## config.mk

```make
export PLATFORM = sky130hd
export DESIGN_NAME = intersection_controller
export DESIGN_NICKNAME = d
export VERILOG_FILES = /design/src/rtl/intersection_pkg.sv /design/src/rtl/phase_timer.sv /design/src/rtl/intersection_controller.sv
export SDC_FILE = /design/constraint.sdc
export NUM_CORES = 1
export LEC_CHECK = 0
export CAP_MARGIN = 10
export CORE_MARGIN = 5
export CORE_UTILIZATION = 30
export CTS_CLUSTER_SIZE = 8
export DETAILED_ROUTE_END_ITERATION = 12
export HOLD_SLACK_MARGIN = 0.05
export SKIP_LAST_GASP = 1
export SLEW_MARGIN = 20
export SYNTH_ARGS = -nofsm -noshare
export SYNTH_HDL_FRONTEND = slang
export SYNTH_SLANG_ARGS = --single-unit
```

## constraint.sdc

```tcl
create_clock -name i_clk -period 1.78 [get_ports i_clk]
set_input_delay 0.178 -clock i_clk [delete_from_list [all_inputs] [get_ports i_clk]]
set_output_delay 0.178 -clock i_clk [all_outputs]
set_load 0.02 [all_outputs]
```

## src/rtl/intersection_pkg.sv

```systemverilog
// rtl/intersection_pkg.sv - phase encodings, default tick counts and lamp helper for intersection_controller
package intersection_pkg;

  typedef enum logic [2:0] {
    RST_RED   = 3'd0,
    NS_GREEN  = 3'd1,
    NS_YELLOW = 3'd2,
    RED_NS2EW = 3'd3,
    EW_GREEN  = 3'd4,
    EW_YELLOW = 3'd5,
    RED_EW2NS = 3'd6,
    PED_WALK  = 3'd7
  } phase_e;

  localparam int DEF_GREEN_TICKS  = 8;
  localparam int DEF_YELLOW_TICKS = 3;
  localparam int DEF_ALLRED_TICKS = 2;
  localparam int DEF_WALK_TICKS   = 6;
  localparam int DEF_TW           = 8;

  typedef struct packed {
    logic red;
    logic yellow;
    logic green;
  } lamp_t;

  // One direction's lamps: green/yellow only in its own phases, red everywhere else.
  function automatic lamp_t lamp_for(phase_e p, phase_e green_ph, phase_e yellow_ph);
    lamp_t l;
    l.green  = (p == green_ph);
    l.yellow = (p == yellow_ph);
    l.red    = !((p == green_ph) || (p == yellow_ph));
    return l;
  endfunction

endpackage

```

## src/rtl/phase_timer.sv

```systemverilog
// rtl/phase_timer.sv - loadable down-counter that expires on a strobe while at zero
module phase_timer #(
  parameter int TW = 8
) (
  input  logic          i_clk,
  input  logic          i_load,
  input  logic [TW-1:0] i_load_val,
  input  logic          i_tick_en,
  output logic          o_expire
);

  logic [TW-1:0] r_count;

  // Holding at zero lets a resting phase re-check its exit condition on every strobe.
  always_ff @(posedge i_clk) begin
    if (i_load) begin
      r_count <= i_load_val;
    end else if (i_tick_en && (r_count != '0)) begin
      r_count <= r_count - TW'(1);
    end
  end

  assign o_expire = (r_count == '0) && i_tick_en;

endmodule

```

## src/rtl/intersection_controller.sv

```systemverilog
// rtl/intersection_controller.sv - two-way intersection phase sequencer; PED_REQ_EN adds pedestrian walk
module intersection_controller
  import intersection_pkg::*;
#(
  parameter int GREEN_TICKS  = DEF_GREEN_TICKS,
  parameter int YELLOW_TICKS = DEF_YELLOW_TICKS,
  parameter int ALLRED_TICKS = DEF_ALLRED_TICKS,
  parameter int WALK_TICKS   = DEF_WALK_TICKS,
  parameter int TW           = DEF_TW
) (
  input  logic       i_clk,
  input  logic       i_reset,
  input  logic       i_tick_en,
  input  logic       i_ns_car,
  input  logic       i_ew_car,
`ifdef PED_REQ_EN
  input  logic       i_ped_req,
  output logic       o_ped_ack,
  output logic       o_walk,
`endif
  output logic       o_ns_red,
  output logic       o_ns_yellow,
  output logic       o_ns_green,
  output logic       o_ew_red,
  output logic       o_ew_yellow,
  output logic       o_ew_green,
  output logic [2:0] o_phase
);

  phase_e        r_phase;
  phase_e        w_next;
  logic          w_expire;
  logic          w_load;
  logic [TW-1:0] w_load_val;
  logic          w_ped_pending;
  logic          w_unused_ns_car;

  assign w_unused_ns_car = i_ns_car;

`ifdef PED_REQ_EN
  logic r_ped_pending;

  // A request arriving on the walk-entry cycle stays pending for the next round.
  always_ff @(posedge i_clk) begin
    if (i_reset) begin
      r_ped_pending <= 1'b0;
      o_ped_ack     <= 1'b0;
    end else begin
      o_ped_ack <= i_ped_req && !r_ped_pending;
      if (i_ped_req) begin
        r_ped_pending <= 1'b1;
      end else if ((w_next == PED_WALK) && (r_phase != PED_WALK)) begin
        r_ped_pending <= 1'b0;
      end
    end
  end

  assign w_ped_pending = r_ped_pending;
`else
  assign w_ped_pending = 1'b0;
`endif

  always_comb begin
    w_next = r_phase;
    case (r_phase)
      RST_RED:   if (w_expire) w_next = NS_GREEN;
      NS_GREEN:  if (w_expire && (i_ew_car || w_ped_pending)) w_next = NS_YELLOW;
      NS_YELLOW: if (w_expire) w_next = RED_NS2EW;
      RED_NS2EW: if (w_expire) w_next = EW_GREEN;
      EW_GREEN:  if (w_expire) w_next = EW_YELLOW;
      EW_YELLOW: if (w_expire) w_next = RED_EW2NS;
      RED_EW2NS: if (w_expire) w_next = w_ped_pending ? PED_WALK : NS_GREEN;
`ifdef PED_REQ_EN
      PED_WALK:  if (w_expire) w_next = NS_GREEN;
`else
      PED_WALK:  w_next = RST_RED;
`endif
      default:   w_next = RST_RED;
    endcase
  end

  always_comb begin
    w_load = i_reset || (w_next != r_phase);
    case (i_reset ? RST_RED : w_next)
      NS_GREEN, EW_GREEN:   w_load_val = TW'(GREEN_TICKS - 1);
      NS_YELLOW, EW_YELLOW: w_load_val = TW'(YELLOW_TICKS - 1);
      PED_WALK:             w_load_val = TW'(WALK_TICKS - 1);
      default:              w_load_val = TW'(ALLRED_TICKS - 1);
    endcase
  end

  phase_timer #(.TW(TW)) u_timer (
    .i_clk      (i_clk),
    .i_load     (w_load),
    .i_load_val (w_load_val),
    .i_tick_en  (i_tick_en),
    .o_expire   (w_expire)
  );

  // Lamps are decoded from the next phase so they switch on the same edge as the phase register.
  always_ff @(posedge i_clk) begin
    if (i_reset) begin
      r_phase <= RST_RED;
      {o_ns_red, o_ns_yellow, o_ns_green} <= 3'b100;
      {o_ew_red, o_ew_yellow, o_ew_green} <= 3'b100;
`ifdef PED_REQ_EN
      o_walk <= 1'b0;
`endif
    end else begin
      r_phase <= w_next;
      {o_ns_red, o_ns_yellow, o_ns_green} <= lamp_for(w_next, NS_GREEN, NS_YELLOW);
      {o_ew_red, o_ew_yellow, o_ew_green} <= lamp_for(w_next, EW_GREEN, EW_YELLOW);
`ifdef PED_REQ_EN
      o_walk <= (w_next == PED_WALK);
`endif
    end
  end

  assign o_phase = r_phase;

endmodule

```

==> impl_metrics.py, run 1 <==
metrics = {
    "timing": {
        "hold_viol": 0,
        "drv_slew": 0,
        "period_share_pct": 99.6,
        "skew_ns": 0.00551,
        "setup_viol": 0,
        "fmax_mhz": 564,
        "max_slew_margin_pct": 79.5,
        "rsz0062_at_grt": "true",
        "tns_ns": 0,
        "finalCriticalPeriod_ns": 1.77,
        "tightest_slew_ns": 0.305,
    },
    "final_layout": {
        "seqCellArea_sq_um": 427,
        "nFillCells": 344,
        "drive_above_1_share_pct": 37.9,
        "syn_to_final_growth_pct": 43.5,
        "finalNonFillerCells": 186,
        "fin_nets": 148,
        "n_antenna_cell": 0,
        "multi_input_area_sq_um": 594,
        "stdcell_area_sq_um": 1430,
    },
    "yosys": {
        "async_flop_share_pct": 0,
        "synth-seq-area-share_pct": 42.3,
        "avgSynthCellArea_sq_um": 9.56,
        "synth_top_area_share_pct": 24.2,
        "synth.largest_area_cell": "edfxtp_1",
        "synth.distinct_cells": 40,
        "synth_flop_cell": "dfxtp_1",
        "ys_seq_elements": 17,
        "yosysMostFrequentCell": "nor2_1",
        "synth_enable_flop_cells": 8,
        "ys_top_cells_by_area": "edfxtp_1 24%, dfxtp_1 18%, nor2_1 4.5%",
        "synth_common_cells": "12 x nor2_1, 9 x dfxtp_1, 8 x a21oi_1, 8 x edfxtp_1, 7 x nand2_1",
        "yosys_warnings": 0,
        "syn_nets": 111,
        "synth_area_sq_um": 995,
        "netlist_instances": 104,
    },
    "setup_path": {
        "r2r_start": "u_timer.r_count[5]",
        "r2r-end": "u_timer.r_count[2]",
        "crit_path_start": "u_timer.r_count[5]",
        "r2r_cells": 4,
        "cp-start-kind": "flop",
        "worstSetupPathType": "reg -> reg",
        "crit_fanout": 8,
        "arrival_ns": 1.81,
        "crit_path_end_kind": "flop",
        "crit_path_end": "u_timer.r_count[2]",
        "required_ns": 1.82,
        "ff2ff_setup_slack_ns": 0.008,
    },
    "cts": {
        "cts_tree": "built",
        "numCtsBuffers": 3,
        "cts_max_level": 1,
        "clk_pin_slew_ns": 0.10,
        "cts_root_buffer": "clkbuf_4",
        "postCtsHoldBufs": 0,
        "cts_sinks": 17,
        "clk_latency_ns": 0.29,
        "cts_buffer_depth": 2,
    },
    "global_route": {
        "first_global_vias": 944,
        "grt_pass1_wl_um": 4180,
        "grt_max_degree": 17,
        "antenna_found_initial": 0,
        "grt_usage_pct": 12.1,
        "grt_overflow": 0,
    },
    "floorplanning": {
        "core_sq_um": 3280,
        "num_io_pins": 14,
        "fp.dieW_um": 67.6,
        "initial_core_util_pct": 30.3,
        "num_rows": 21,
        "dieArea_sq_um": 4570,
        "die_y_um": 67.6,
    },
    "hold_path": {
        "hold_depth": 2,
        "worstHoldPathType": "reg -> reg",
    },
    "place": {
        "finalWeightedCongestion": 0.852,
        "placed_cell_area_sq_um": 1340,
        "dp.cells": 180,
        "place_hpwl_um": 1830,
        "port_buffers": 12,
    },
    "power": {
        "pwr-share-comb_pct": 28.1,
        "vdd_drop_max_mv": 0.285,
        "power.switching_uw": 279,
        "pwr_density_cell_nw_per_um2": 675,
        "internal_power_uw": 684,
        "p_leak_uw": 0.000539,
        "seq_power_share_pct": 50.4,
        "clkPwrFrac_pct": 21.5,
        "swShare_pct": 29.0,
    },
    "routing": {
        "post_drt_wl_per_cell_um": 13.4,
        "wl_um": 2500,
        "routed_via_density": 4.94,
        "drt-initial-drc-count": 49,
        "drc_errors": 0,
        "ant_nets": 0,
        "vias": 918,
        "dr.pass1.iters": 4,
    },
    "flow_run": {
        "maxCapViolCount": 0,
    },
    "run_status": {
        "status": "complete, no violations",
    },
}
==> cell type report <==
class / instances / area share [%]
clock buffers: 4 / 1.84
multi-input cells: 78 / 41.6
flip-flops and latches: 17 / 29.9
repair buffers: 37 / 21.6
well taps: 46 / 4.03
inverters: 4 / 1.05
==> logic make-up after synthesis <==
group           count (synthesis)  share of synthesized area [%]
mux                             1                           1.01
compound gates                 31                           21.8
xor+xnor                        7                           6.16
fa+ha+maj                       2                           2.52
flops                          17                           42.3
simple gates                   37                           21.3
buf+inv                         9                           5.03
==> flip-flops by register name (all words and copies together) (netlist names) <==
register         cells
o_ew_green           1
o_ew_red             1
o_ew_yellow          1
o_ns_green           1
o_ns_red             1
o_ns_yellow          1
o_phase              3
u_timer.r_count      8
==> stage by stage <==
stage	total power [uW]	util, %	hold WS (ns)	setup slack [ns]
floorplan	628	-	0.256	-0.105
global placement	724	40.6	0.614	-0.0836
detailed placement	732	40.6	0.617	-0.105
CTS	961	42.6	0.633	-0.0353
global route	1030	43.5	0.647	-0.0744
finish	963	43.5	0.630	0.00777
==> power groups by stage <==
| stage | logic [uW] | clock network, uW | registers, uW |
|---|---|---|---|
| 6_report | 271 | 207 | 486 |
| 5_1_grt | 299 | 243 | 491 |
| 4_1_cts | 258 | 220 | 483 |
| 3_5_place_dp | 239 | 0 | 493 |
| 3_3_place_gp | 233 | 0 | 491 |
| 2_1_floorplan | 134 | 0 | 494 |
==> how the worst min path moves through the flow <==
stage,from,to,slack (ns)
final,o_phase[2],o_ns_yellow,0.63
after global routing,o_phase[2],o_ns_yellow,0.65
after CTS,o_phase[2],o_ns_yellow,0.63
after detailed placement,o_phase[2],o_ns_yellow,0.62
after global placement,o_phase[2],o_ns_yellow,0.61
after floorplan,i_reset,o_ns_yellow,0.26
==> placed cells by master, fill, tap and decap left out, types with 2 or more instances in the layout <==
cell	Yosys	routed
clkbuf_4	0	3
buf_4	0	25
inv_1	4	2
nand3_1	3	3
nand4_1	2	2
nor2_1	12	11
inv_2	0	2
dfxtp_1	9	6
a21o_1	4	3
nand2_1	7	6
clkdlybuf4s50_1	0	12
edfxtp_1	8	8
a21oi_1	8	8
dfxtp_2	0	2
xnor2_1	3	3
xor2_1	4	4
o21ai_0	6	6
==> critical path, stage by stage (launching register included) <==
cell,delay (ns)
edfxtp_1,0.45
nor4_4,0.34
and4_4,0.35
mux2i_4,0.27
a311oi_2,0.11
==> routing by layer <==
| metal | share of wire [%] | GRT usage [%] |
|---|---|---|
| met1 | 45 | 13.7 |
| met2 | 52 | 22.0 |
| met3 | 2.0 | 3.49 |
| met4 | 0.92 | 3.04 |
| met5 | 0 | 0 |
==> what timing repair did <==
action,4_1_cts,5_1_grt
pin swaps,2,3
gates resized for setup,2,9
endpoints found under the hold margin,0,0
endpoints found under the setup margin,2,16
buffers inserted,2,0
Power figures use the tool's default switching activity.
==> inputs of run 2 (changes only) <==
ABC_CLOCK_PERIOD_IN_PS = 2300   (was default)
clock period = 2.3 ns   (was 1.78 ns; I/O delays follow)
==> impl_metrics.py, run 2 (synthesis results as in run 1) <==
metrics = {
    "setup_path": {
        "arrival_ns": 1.99,
        "r2r_start": "u_timer.r_count[4]",
        "crit_path_end_kind": "flop",
        "crit_fanout": 12,
        "crit_path_start": "u_timer.r_count[4]",
        "required_ns": 2.28,
        "worstSetupPathType": "reg -> reg",
        "cp-start-kind": "flop",
    },
    "routing": {
        "wl_um": 2210,
        "drc_errors": 0,
        "ant_nets": 0,
        "drt-initial-drc-count": 29,
        "post_drt_wl_per_cell_um": 13.1,
        "vias": 854,
        "routed_via_density": 5.08,
        "dr.pass1.iters": 4,
    },
    "timing": {
        "period_share_pct": 87.5,
        "fmax_mhz": 497,
        "setup_viol": 0,
        "tightest_slew_ns": 0.323,
        "tns_ns": 0,
        "finalCriticalPeriod_ns": 2.01,
        "max_slew_margin_pct": 78.5,
        "hold_viol": 0,
        "rsz0062_at_grt": "false",
        "timing.final.ws_setup_ns": 0.286,
        "drv_slew": 0,
        "skew_ns": 0.00323,
    },
    "hold_path": {
        "hp-start": "o_phase[2]",
        "worstHoldPathType": "reg -> reg",
    },
    "floorplanning": {
        "num_rows": 21,
        "initial_core_util_pct": 30.3,
        "core_sq_um": 3280,
        "num_io_pins": 14,
        "dieArea_sq_um": 4570,
        "die_y_um": 67.6,
        "fp.dieW_um": 67.6,
    },
    "power": {
        "p_leak_uw": 0.000439,
        "pwr_density_cell_nw_per_um2": 572,
        "vdd_drop_max_mv": 0.306,
    },
    "final_layout": {
        "largest_reg_flops": 8,
        "drive_above_1_share_pct": 16.4,
        "syn_to_final_growth_pct": 22.3,
        "n_antenna_cell": 0,
        "final_cell_mix": "12 x nor2_1, 12 x clkdlybuf4s50_1, 9 x dfxtp_1",
        "regMostFlops": "u_timer.r_count",
        "stdcell_area_sq_um": 1220,
        "finish.utilization_pct": 37.0,
        "fin_nets": 130,
        "finalNonFillerCells": 168,
    },
    "place": {
        "dp.cells": 164,
        "port_buffers": 12,
        "place_hpwl_um": 1600,
        "preCtsSetupSlack_ns": 0.283,
        "placed_cell_area_sq_um": 1190,
        "finalWeightedCongestion": 0.887,
    },
    "global_route": {
        "first_global_vias": 819,
        "grt_pass1_wl_um": 3700,
        "grt_usage_pct": 10.6,
        "grt_max_degree": 17,
        "grt_overflow": 0,
        "antenna_found_initial": 0,
    },
    "cts": {
        "cts_root_buffer": "clkbuf_4",
        "cts_max_level": 1,
        "clk_pin_slew_ns": 0.10,
        "postCtsHoldBufs": 0,
        "cts_tree": "built",
        "cts_resized": 0,
        "clk_latency_ns": 0.29,
        "cts_sinks": 17,
        "postCtsSetupBuffers": 0,
        "numCtsBuffers": 3,
        "cts_buffer_depth": 2,
    },
    "run_status": {
        "status": "complete, no violations",
    },
    "flow_run": {
        "maxCapViolCount": 0,
    },
}
==> run 2: changes by cell type in the layout (fill, tap and decap cells not counted), moves of 2 or more <==
cell and change:
buf_4 -18, dfxtp_1 +3, inv_2 -2, dfxtp_2 -2
inv_1 +2
==> run 2: path summary, 6_finish.rpt <==
kind	endpoint	slack, ns	cells past startpoint
hold reg to reg	o_ns_yellow	0.64	2
hold / removal	o_ns_yellow	0.64	2
setup reg to reg	u_timer.r_count[3]	0.29	4
setup / recovery	u_timer.r_count[3]	0.29	4
==> run 2: layout make-up <==
cell class                 count  area (sq um)
multi-input combinational     78           524
clock buffer                   4          26.3
timing repair buffer          19           173
sequential                    17           420
tap                           46          57.6
fill                         350          2070
inverter                       4          15.0
==> run 2: report_power, final <==
group / switching (uW) / internal (uW) / leakage, uW
Clock: 100 / 67.5 / 0.0000150
Combinational: 73.7 / 71.7 / 0.000265
Sequential: 32.5 / 349 / 0.000159
==> run 2: routing by layer <==
| layer | up-vias | part of all wire (%) | global-route usage [%] |
|---|---|---|---|
| li1 | 424 | - | - |
| met1 | 408 | 47 | 12.9 |
| met2 | 20 | 47 | 18.0 |
| met3 | 2 | 5.1 | 4.33 |
| met4 | 0 | 0.18 | 1.52 |
| met5 | - | 0 | 0 |
==> run 2: worst max-delay path: stages (launching register included) <==
cell	delay [ns]
edfxtp_1	0.50
nor4_4	0.36
and4_4	0.37
a221o_2	0.18
a21o_1	0.28
==> run 2: through the flow <==
step	power (uW)	hold WS, ns
finish	695	0.638
global route	733	0.645
CTS	703	0.628
detailed placement	533	0.610
global placement	525	0.598
floorplan	485	0.308
==> inputs of run 3 (changes only) <==
CTS_CLUSTER_DIAMETER = 150   (was default)
==> results of run 3 <==
The final DEF is identical to that of run 2; final timing and power are the same.
